[src/rtl/instr_sequencer.sv]
// Instruction sequencer for the Mini TPU front end: a small FIFO of host
// instructions, issued one per cycle and held back while a START computation runs.
module instr_sequencer #(
    parameter  int DEPTH          = 4,
    parameter  int COMPUTE_CYCLES = 11,
    localparam int CW             = $clog2(DEPTH) + 1
) (
    input  logic          clk,
    input  logic          rst_n,
    input  logic [15:0]   in_instr,
    input  logic          in_valid,
    output logic          in_ready,
    input  logic          flush,
    output logic [15:0]   issue_instr,
    output logic          issue_valid,
    output logic          busy,
    output logic          compute_done,
    output logic [CW-1:0] fifo_count
);

    localparam int AW    = $clog2(DEPTH);
    localparam int CNT_W = (COMPUTE_CYCLES < 1) ? 1 : $clog2(COMPUTE_CYCLES + 1);

    localparam logic [CW-1:0]    FIFO_FULL = CW'(DEPTH);
    localparam logic [CNT_W-1:0] CNT_LOAD  = CNT_W'(COMPUTE_CYCLES);
    localparam logic [CNT_W-1:0] CNT_LAST  = CNT_W'(1);
    localparam logic [1:0]       OP_START  = 2'b00;
    localparam logic [1:0]       OP_STOP   = 2'b01;

    typedef enum logic {
        ST_ISSUE   = 1'b0,
        ST_COMPUTE = 1'b1
    } SeqState;

    SeqState          r_state;
    SeqState          w_stateNext;
    logic [CNT_W-1:0] r_stallCnt;
    logic [CNT_W-1:0] w_stallCntNext;

    logic [15:0]      r_mem [DEPTH];
    logic [AW-1:0]    r_wrPtr;
    logic [AW-1:0]    r_rdPtr;
    logic [CW-1:0]    r_count;

    logic [15:0]      r_issueInstr;
    logic             r_issueValid;
    logic             r_computeDone;

    logic             w_push;
    logic             w_pop;
    logic             w_doneNext;
    logic             w_fifoEmpty;
    logic             w_fifoFull;
    logic [15:0]      w_head;
    logic [1:0]       w_headOp;

    assign w_head      = r_mem[r_rdPtr];
    assign w_headOp    = w_head[15:14];
    assign w_fifoEmpty = (r_count == '0);
    assign w_fifoFull  = (r_count == FIFO_FULL);

    // Readiness looks only at the registered occupancy, so a pop in the same
    // cycle never opens a slot early.
    assign in_ready = rst_n && !flush && !w_fifoFull;
    assign w_push   = in_valid && in_ready;

    assign busy         = (r_state == ST_COMPUTE);
    assign issue_instr  = r_issueInstr;
    assign issue_valid  = r_issueValid;
    assign compute_done = r_computeDone;
    assign fifo_count   = r_count;

    always_ff @(posedge clk or negedge rst_n) begin
        if (!rst_n) begin
            r_state    <= ST_ISSUE;
            r_stallCnt <= '0;
        end else begin
            r_state    <= w_stateNext;
            r_stallCnt <= w_stallCntNext;
        end
    end

    // The counter is loaded at the START pop; the last stalled cycle is the
    // one where it holds 1, so the done pulse and the next pop coincide.
    always_comb begin
        w_stateNext    = r_state;
        w_stallCntNext = r_stallCnt;
        w_pop          = 1'b0;
        w_doneNext     = 1'b0;
        if (flush) begin
            w_stateNext    = ST_ISSUE;
            w_stallCntNext = '0;
        end else begin
            case (r_state)
                ST_ISSUE: begin
                    if (!w_fifoEmpty) begin
                        w_pop = 1'b1;
                        if (w_headOp == OP_START) begin
                            w_stateNext    = ST_COMPUTE;
                            w_stallCntNext = CNT_LOAD;
                        end
                    end
                end
                ST_COMPUTE: begin
                    // A queued STOP wins even on the final stall cycle: abort, no done pulse.
                    if (!w_fifoEmpty && (w_headOp == OP_STOP)) begin
                        w_pop          = 1'b1;
                        w_stateNext    = ST_ISSUE;
                        w_stallCntNext = '0;
                    end else if (r_stallCnt <= CNT_LAST) begin
                        w_stateNext    = ST_ISSUE;
                        w_stallCntNext = '0;
                        w_doneNext     = 1'b1;
                    end else begin
                        w_stallCntNext = r_stallCnt - 1'b1;
                    end
                end
                default: begin
                    w_stateNext    = ST_ISSUE;
                    w_stallCntNext = '0;
                end
            endcase
        end
    end

    always_ff @(posedge clk) begin
        if (w_push) begin
            r_mem[r_wrPtr] <= in_instr;
        end
    end

    always_ff @(posedge clk or negedge rst_n) begin
        if (!rst_n) begin
            r_wrPtr <= '0;
            r_rdPtr <= '0;
            r_count <= '0;
        end else if (flush) begin
            r_wrPtr <= '0;
            r_rdPtr <= '0;
            r_count <= '0;
        end else begin
            if (w_push) begin
                r_wrPtr <= r_wrPtr + 1'b1;
            end
            if (w_pop) begin
                r_rdPtr <= r_rdPtr + 1'b1;
            end
            case ({w_push, w_pop})
                2'b10:   r_count <= r_count + 1'b1;
                2'b01:   r_count <= r_count - 1'b1;
                default: r_count <= r_count;
            endcase
        end
    end

    always_ff @(posedge clk or negedge rst_n) begin
        if (!rst_n) begin
            r_issueInstr  <= '0;
            r_issueValid  <= 1'b0;
            r_computeDone <= 1'b0;
        end else if (flush) begin
            r_issueInstr  <= '0;
            r_issueValid  <= 1'b0;
            r_computeDone <= 1'b0;
        end else begin
            r_issueInstr  <= w_pop ? w_head : 16'h0000;
            r_issueValid  <= w_pop;
            r_computeDone <= w_doneNext;
        end
    end

endmodule

[config.mk]
export PLATFORM = sky130hd
export DESIGN_NAME = instr_sequencer
export DESIGN_NICKNAME = d
export VERILOG_FILES = /design/src/rtl/instr_sequencer.sv
export SDC_FILE = /design/constraint.sdc
export NUM_CORES = 1
export LEC_CHECK = 0
export BUFFER_PORTS_ARGS = -buffer_cell sky130_fd_sc_hd__buf_4
export CAP_MARGIN = 20
export CORE_MARGIN = 10
export CORE_UTILIZATION = 40
export DETAILED_ROUTE_END_ITERATION = 7
export GPL_TIMING_DRIVEN = 0
export PLACE_DENSITY = 0.58
export SLEW_MARGIN = 20
export SYNTH_ARGS = -nofsm -noshare
export SYNTH_HDL_FRONTEND = slang
export SYNTH_SLANG_ARGS = --single-unit
[constraint.sdc]
create_clock -name clk -period 7.8 [get_ports clk]
set_clock_uncertainty 0.2 [all_clocks]
set_input_delay 0 -clock clk [delete_from_list [all_inputs] [get_ports clk]]
set_output_delay 0 -clock clk [all_outputs]
set_load 0.005 [all_outputs]
-- Word-level counts from Yosys, hierarchy flattened
Memory sizes are Yosys's and may differ from the RTL's.
Cells that the tools add are included.
- add/subtract/negate cells: 5
- multiply operators: 0
- div/mod/pow operators: 0
- $lt $le $gt $ge: 1
- eq/ne operators: 6
- shift operators: 0
- muxes and demuxes: 31
- bitwise logic cells: 1
- reduce and logical (&&, ||, !) cells: 13
- operators by type and width (operator ; number):
    16-bit 2-to-1 mux ; 2
    4-bit 2-to-1 mux ; 5
    1-bit 2-to-1 mux ; 15
    2-bit 2-to-1 mux ; 4
    4-bit case mux with 2 select lines ; 1
    3-bit != test (second input constant) ; 2
    3-bit case mux with 2 select lines ; 1
    2-bit by 1-bit adder with 2-bit output (second input constant) ; 2
    2-bit by 1-bit equality test with 1-bit output (second input constant) ; 2
    4-bit by 1-bit <= comparator with 1-bit output (second input constant) ; 1
    1-bit logical AND ; 4
    1-bit case mux with 2 select lines ; 2
    2-bit nonzero test ; 2
    4-bit by 1-bit subtractor with 4-bit output (second input constant) ; 1
    3-bit by 1-bit adder with 3-bit output (second input constant) ; 1
    3-bit equality test (second input constant) ; 1
    1-bit logical NOT ; 3
    3-bit logical NOT ; 1
    3-bit 2-to-1 mux ; 1
    3-bit nonzero test ; 1
    3-bit by 1-bit subtractor with 3-bit output (second input constant) ; 1
    2-bit equality test (second input constant) ; 1
    2-bit logical NOT ; 1
    2-bit AND reduction ; 1
    1-bit NOT ; 1
- register bits after elaboration: 30
- bits in latches: 0
- memory bits (writable): 64
- bits in read-only memories: 0
- bits of input ports: 20
- output and inout port bits: 23
- word-level logic and storage cells: 66
- memories kept: 1
- memory list (memory ; words ; bits a word ; rd ports ; clocked after Yosys merged registers in ; write ports ; line ; RTL):
    r_mem ; 4 ; 16 ; 1 ; 0 ; 1 ; 40 ; logic [15:0] r_mem [DEPTH];

-- Depth between registers and ports, before layout
Gate-level depths: netlist (run 1).
- depth after elaboration: 9
- mapped depth: 10
- depth with buffers taken out: 9

-- Least setup slack after synthesis (run 1)
OpenSTA, ideal clock, no wires.
- path kind: reg-to-reg
- from: register r_rdPtr[0]
- to: register r_count[2] (netlist: fifo_count[2])
- library setup time: 0.128 ns
- data arrival time: 2.578 ns
- required time: 7.472 ns
- slack: 4.895 ns
- stages on the path, launching flop included: 11
- path buffers: 1
- period minus slack after synthesis: 2.905 ns
- path through: dfrtp_1 > buf_6 > mux4_2 > nand2b_4 > a21oi_4 > and2b_2 > nor2b_1 > fa_1 > and2_1 > mux2i_1 > mux2_1
- cells in the longest elaborated chain, start to end: 9
- elaborated cells on any way between the ends: 11
- those cells by class: eq/ne: 3; mux: 5; reduce/logical: 2; memory: 1
- RTL lines (item ; line ; RTL):
    from (decl) ; 42 ; logic [AW-1:0] r_rdPtr;
    from (signal assigned) ; 146 ; r_rdPtr <= r_rdPtr + 1'b1;
    memory read 4 x 16 bit * ; - ;
    2-bit by 1-bit equality test with 1-bit output * ; 106 ; if (!w_fifoEmpty && (w_headOp == OP_STOP)) begin
    1-bit logical AND * ; 106 ;
    1-bit 2-to-1 mux * ; 106 ;
    1-bit case mux with 2 select lines * ; 94 ; case (r_state)
    1-bit 2-to-1 mux * ; 90 ; if (flush) begin
    2-bit by 1-bit equality test with 1-bit output / 2-bit equality test (equally long branches) ; 148 ; case ({w_push, w_pop})
    3-bit case mux with 2 select lines ; 148 ;
    3-bit 2-to-1 mux ; 137 ; end else if (flush) begin
    to (signal assigned) ; 149 ; 2'b10: r_count <= r_count + 1'b1;
    to (signal assigned) ; 150 ; 2'b01: r_count <= r_count - 1'b1;
    to (signal assigned) ; 151 ; default: r_count <= r_count;
    to (decl) ; 43 ; logic [CW-1:0] r_count;
Mark *: on every way between the ends. The rest lies on a longest branch, timed or not.
A chain may end at the register's enable or synchronous reset.

-- Worst setup path in the final report (run 1)
- from: register r_rdPtr[1]
- to: register r_count[2] (netlist: fifo_count[2])
Same word-level chain as after synthesis.

==> results of run 1 <==
## synth_stat cells (2+ instances only)
cell type  count  share of area (%)
nor2b_1        2               0.34
ha_1           6                2.0
edfxtp_1      64                 52
xnor2_1        3               0.71
inv_1          6               0.61
nor2_1         9               0.91
mux4_2        15                9.1
nand2_1        8               0.81
buf_6          2               0.61
and2_1        21                3.5
clkbuf_1       6               0.61
a22o_1         2               0.47
nor3_1         4               0.54
xor2_1         2               0.47
dfrtp_1       30                 20
## sequential cells by signal, indices dropped and copies added, names as in the netlist
register,flops
busy,1
r_stallCnt,4
r_rdPtr,2
compute_done,1
fifo_count,3
r_mem,64
r_wrPtr,2
issue_instr,16
issue_valid,1
## layer usage
layer	GRT usage [%]	share of wire, %	vias to the layer above
li1	-	-	915
met1	14.5	48	1004
met2	16.6	46	41
met3	2.93	4.9	9
met4	4.84	1.7	0
met5	0	0	-
## worst max path at each step
stage	depth (start not counted)	endpoint	start
global route	10	fifo_count[2]$_DFFE_PN0P_	r_rdPtr[1]$_DFFE_PN0P_
global placement	10	fifo_count[2]$_DFFE_PN0P_	r_rdPtr[1]$_DFFE_PN0P_
CTS	10	fifo_count[2]$_DFFE_PN0P_	r_rdPtr[1]$_DFFE_PN0P_
floorplan	10	fifo_count[2]$_DFFE_PN0P_	r_rdPtr[0]$_DFFE_PN0P_
detailed placement	10	fifo_count[2]$_DFFE_PN0P_	r_rdPtr[1]$_DFFE_PN0P_
finish	10	fifo_count[2]$_DFFE_PN0P_	r_rdPtr[1]$_DFFE_PN0P_
## power by group through the flow
stage               clock (uW)  sequential [uW]  combinational [uW]
finish                     341              618                 378
global route               371              624                 419
CTS                        350              619                 387
detailed placement           0              630                 376
global placement             0              629                 374
floorplan                    0              628                 244
## worst register-to-register path: cells and delay by family, from the launching register on
family                     cells  cell delay (ns)
adders and majority gates      1             0.39
buffers and inverters          1             0.39
and+or+nand+nor                4             0.79
DFF                            1             0.33
muxes                          3             0.93
AOI/OAI and AO/OA              1             0.09
## per-stage QoR
stage | setup WS [ns] | util (%) | total power [uW]
after floorplan | 4.89 | - | 871
after global placement | 4.56 | 45.5 | 1000
after detailed placement | 4.56 | 45.5 | 1010
after CTS | 4.54 | 50.1 | 1360
after global routing | 4.42 | 50.1 | 1410
final | 4.59 | 50.1 | 1340
## cells by family (layout without fill, tap and decap cells)
family,Yosys count,in the layout,synth area share [%]
compound gates,12,12,2.87
xor+xnor,5,5,1.18
fa+ha+maj,7,7,2.56
buf+inv,15,93,1.92
flops,94,94,72.0
mux,19,19,10.7
simple gates,54,54,8.80
## layout make-up
type	instances	area [um2]	area share, %
flip-flops and latches	94	2670	58.3
repair buffers	62	526	11.5
plain buffers	9	48.8	1.06
clock inverters	7	86.3	1.88
clock buffers	9	124	2.70
inverters	6	22.5	0.491
well taps	111	139	3.03
multi-input cells	97	968	21.1
==> metrics.md, run 1 <==
| Metric | Value |
|---|---|
| Initial Utilization | 40.6% |
| Number of global-route vias before repair | about 2100 |
| Final Critical Period | between 3 and 4 ns |
| Max incr delay on CP | ~0.45 ns |
| Routed Wire Length | 6950 um |
| CTS H-tree lvls | 3 |
| Switching share of power | 29.5% |
| Synthesis Warnings | 0 |
| Kind of critical path | reg2reg |
| Die W | roughly 120 um |
| Design Area, Final | 0.00459 mm2 |
| Clock Sinks | 94 |
| Largest net degree at the start of global routing | 31 |
| Post-synthesis sequential area ratio | between 70% and 80% |
| Max-cap viol count | 0 |
| Die height | 116 um |
| Comb pwr share | around 28% |
| Status | completed |
| Wirelength per Cell | between 15 and 20 um |
| Setup repair bufs after CTS | 0 |
| Async set-reset flop share out of synthesis | between 30% and 40% |
| DP Area | approximately 0.0042 mm2 |
| Critical path capture point type | flop |
| Via Count | approximately 2000 |
| FP Rows | 35 |
| Total core area | around 0.0092 mm2 |
| Global-route wire length before repair | roughly 11000 um |
| CTS tree | done |
| Unrepaired setup endpoints after global routing | no |
| Nets | 306 |
| Post-route insts no fill | 395 |
| Clock network fraction of design power | 25.5% |
| Worst r2r src | r_rdPtr[1]$_DFFE_PN0P_ |
| DIE AREA | ~0.014 mm2 |
| Post-CTS resize count | 0 |
| First drt pass iteration count | 4 |
| Peak supply drop | approximately 0.00012 V |
| Iter 0 DRT Violations | 45 |
| Layout area overhead | 23.6% |
| Pint | between 900 and 1000 uW |
| Post-Synthesis Cells | around 210 |
| Most common cell after layout, fill and taps aside | edfxtp_1 |
| Share of cells above drive strength 1 | between 20% and 30% |
| Port bufs | between 40 and 50 |
| Critical Path AT | between 3 and 4 ns |
| Power per standard cell area | approximately 300 mW/mm2 |
| Commonest cells after routing, fill and taps aside | edfxtp_1, buf_4, dfrtp_1 |
| R2r setup slk | between 4 and 5 ns |
| Mapped cell area | 0.00371 mm2 |
| Hold path startpoint | in_instr[9] |
| Reg2Reg Depth | 10 |
| Required @ worst endpoint | 7.85 ns |
| # IOs | 43 |
| Sequential share of power | between 40 and 50% |
| Net Switching | between 300 and 400 uW |
| Worst r2r dst | fifo_count[2]$_DFFE_PN0P_ |
| Root cell of the clock tree | clkbuf_8 |
| Fillers | between 700 and 800 |
| Cell family with the largest share of critical-path delay | multiplexers |
| Dpl hpwl | about 4300 um |
| Clk buf depth | 2 |
| GRT Overall Usage | approximately 11% |
| Max Clk Rate | slightly above 300 MHz |
| Worst-Margin Slew | about 0.90 ns |
| DRC violation count after routing | 0 |
| CTS Buf Count | 9 |
| Final hold violations | 0 |
| Worst path slowest cell | mux4_2 |
| CP bufs+invs | 1 |
| Placed insts | between 300 and 400 |
| Synth unique cells | 41 |
| LEAKAGE | 0.00176 uW |
| Setup tns final | 0 ns |
| Critical path, cell by cell | clkbuf_1 > mux4_2 > nand2b_4 > a21oi_4 > and2b_2 > nor2b_1 > fa_1 > and2_1 > mux2i_1 > mux2_1 |
| Worst Path Max Fanout | 9 |
| Routability Congestion | ~0.69 |
| Post-synth top flop | edfxtp_1 |
| Final slew viol count | 0 |
| Startpoint Class | flop |
| WHS | approximately 0.17 ns |
| Routed Antenna Nets | 0 |
| Diode count | 0 |
| Grt ovf | 0 |
| Clock Latency Late Sink | between 0.3 and 0.4 ns |
| Fin crit share | 41.2% |
| WHS Path Cells | 2 |
| Antenna violations before repair | 0 |
| Synthesized Nets | around 230 |
| Syn Area/Cell | around 18 um2 |
| Hold EP | r_mem[1][9]$_DFFE_PP_ |
| Post-CTS Hold Fix Bufs | 20 |
| Clock transition at the registers of the reported paths | ~0.11 ns |
| Vias/cell | around 5 |
| Final setup viols | 0 |
| EDFF count, synth | 64 |
| HP Class | in2reg |
| #FFs+latches synth | between 90 and 100 |
| Slew HR | 39.9% |
(Power assumes the default switching activity.)
==> inputs of run 2 (changes only) <==
- clock period: 7.8 -> 3.2 ns (I/O delays scaled with it)
==> run 2 against run 1 <==
Compared with the run above: clock power is 140% higher; largest cell class unchanged; largest power group unchanged; critical path type unchanged; global-route usage is the same; flip-flop and latch count did not move; highest routed layer unchanged; routed wire length fell by 0.14%; hold slack improved by 0.00087 ns; core utilization about the same.
==> metrics.md, run 2 (synthesis gave the netlist of run 1 again) <==
| Metric | Value |
|---|---|
| Status | completed |
| Die height | approximately 120 um |
| First drt pass iteration count | 4 |
| Kind of critical path | reg2reg |
| DRC violation count after routing | 0 |
| Final setup viols | 0 |
| Slew HR | 40.9% |
| Critical Path AT | 3.12 ns |
| Max-cap viol count | 0 |
| Number of global-route vias before repair | about 2100 |
| Post-route setup slack | 0.128 ns |
| GRT Overall Usage | a little over a tenth |
| Worst path slowest cell | mux4_2 |
| Post-route insts no fill | 394 |
| Routability Congestion | 0.690 |
| Vias/cell | 4.99 |
| Clk buf depth | 2 |
| DIE AREA | 0.0135 mm2 |
| Fin crit share | 96.0% |
| Nets | 305 |
| Grt ovf | 0 |
| Critical path, cell by cell | buf_6 > mux4_2 > nand2b_4 > a21oi_4 > and2b_4 > nor2b_1 > fa_1 > nor2_1 > mux2i_1 > mux2_1 |
| Clock Sinks | 94 |
| Die W | 116 um |
| Setup tns final | 0 ns |
| Largest reg by FF count | r_mem |
| # IOs | between 40 and 50 |
| Reg2Reg Depth | 10 |
| Iter 0 DRT Violations | 54 |
| Unrepaired setup endpoints after global routing | no |
| Antenna violations before repair | 0 |
| Clock transition at the registers of the reported paths | around 0.11 ns |
| Required @ worst endpoint | around 3.2 ns |
| Layout area overhead | 23.6% |
| Final hold violations | 0 |
| Worst-Margin Slew | 0.886 ns |
| Final slew viol count | 0 |
| Diode count | 0 |
| CTS H-tree lvls | 3 |
| WHS Path Cells | 2 |
| Wirelength per Cell | 17.6 um |
| Critical path capture point type | flop |
| Final Critical Period | 3.07 ns |
| Initial Utilization | about 40% |
| Routed Antenna Nets | 0 |
| CTS tree | done |
| Max Clk Rate | 326 MHz |
| Worst Path Max Fanout | 9 |
| Clock Latency Late Sink | between 0.3 and 0.4 ns |
| Placed insts | approximately 360 |
| LEAKAGE | about 0.0018 uW |
| Pre-CTS WS | -0.0390 ns |
| Setup repair bufs after CTS | 0 |
| FP Rows | 35 |
| Most common cell after layout, fill and taps aside | edfxtp_1 |
| CTS Buf Count | 9 |
| Max incr delay on CP | about 0.58 ns |
| Largest net degree at the start of global routing | 31 |
| Peak supply drop | roughly 0.00029 V |
| Root cell of the clock tree | clkbuf_8 |
| Power per standard cell area | between 700 and 800 mW/mm2 |
| Commonest cells after routing, fill and taps aside | edfxtp_1, buf_4, dfrtp_1 |
| Routed Wire Length | roughly 6900 um |
| HP Class | in2reg |
| Port bufs | 42 |
| Total core area | ~0.0092 mm2 |
| Global-route wire length before repair | roughly 11000 um |
| Via Count | between 1500 and 2000 |
| Startpoint Class | flop |
| Max reg flops | 64 |
| Dpl hpwl | ~4300 um |
| Fillers | around 740 |
| Share of cells above drive strength 1 | a little under 30% |
| Final Power | about 3300 uW |
## run 2: cell types whose count changed in the layout (fill, tap and decap cells not counted)
cell	change
and2b_4	+1
nor3_1	-1
nor3_2	+1
and2b_2	-1
clkbuf_1	-1
## run 2: layer usage
layer  wire length, um  global-route usage, %
met2              3210                   16.6
met5                 0                      0
met4               109                   4.84
met1              3230                   14.5
met3               389                   2.93
## run 2: critical path, delay by kind of cell, from the launching register on
kind,cells,cell delay (ns)
flip-flops,1,0.35
adder cells (fa/ha/maj),1,0.21
AND/OR/NAND/NOR,4,0.72
buffers and inverters,1,0.17
multiplexers,3,1.06
AO/OA/AOI/OAI,1,0.25
## run 2: what timing repair did
action | 4_1_cts | 5_1_grt
hold buffers | 20 | 0
resized for setup | 0 | 2
setup endpoints to repair | 2 | 2
hold endpoints to repair | 98 | 0
## run 2: area by class of cell
class | count | area [um2] | area share, %
flip-flops and latches | 94 | 2670 | 58.2
multi-input cells | 97 | 975 | 21.2
repair buffers | 62 | 526 | 11.5
well taps | 111 | 139 | 3.03
clock buffers | 9 | 124 | 2.70
clock inverters | 7 | 86.3 | 1.88
plain buffers | 8 | 45.0 | 0.981
inverters | 6 | 22.5 | 0.491
## run 2: power breakdown
part / leakage, uW / total (uW) / internal (uW) / switching (uW)
clock: 0.000104 / 827 / 379 / 447
combinational: 0.000676 / 911 / 492 / 419
sequential: 0.000982 / 1520 / 1430 / 94.5
## run 2: final timing paths
path / startpoint / end / slack [ns]
worst max-delay path: r_rdPtr[0]$_DFFE_PN0P_ / fifo_count[2]$_DFFE_PN0P_ / 0.13
worst min-delay path: in_instr[9] / r_mem[1][9]$_DFFE_PP_ / 0.17
worst max register to register: r_rdPtr[0]$_DFFE_PN0P_ / fifo_count[2]$_DFFE_PN0P_ / 0.13
worst min register to register: r_wrPtr[0]$_DFFE_PN0P_ / r_wrPtr[0]$_DFFE_PN0P_ / 0.36
max in group asynchronous: rst_n / issue_instr[3]$_DFF_PN0_ / 2.14
min in group asynchronous: rst_n / issue_instr[12]$_DFF_PN0_ / 0.47
## run 2: metrics by stage
stage | hold WS, ns | utilization, % | cell area (um2)
after detailed placement | -0.220 | 45.5 | 4170
after global placement | -0.222 | 45.5 | 4170
after CTS | 0.153 | 50.1 | 4580
after floorplan | -0.496 | - | 3710
after global routing | 0.169 | 50.1 | 4590
final | 0.169 | 50.1 | 4590
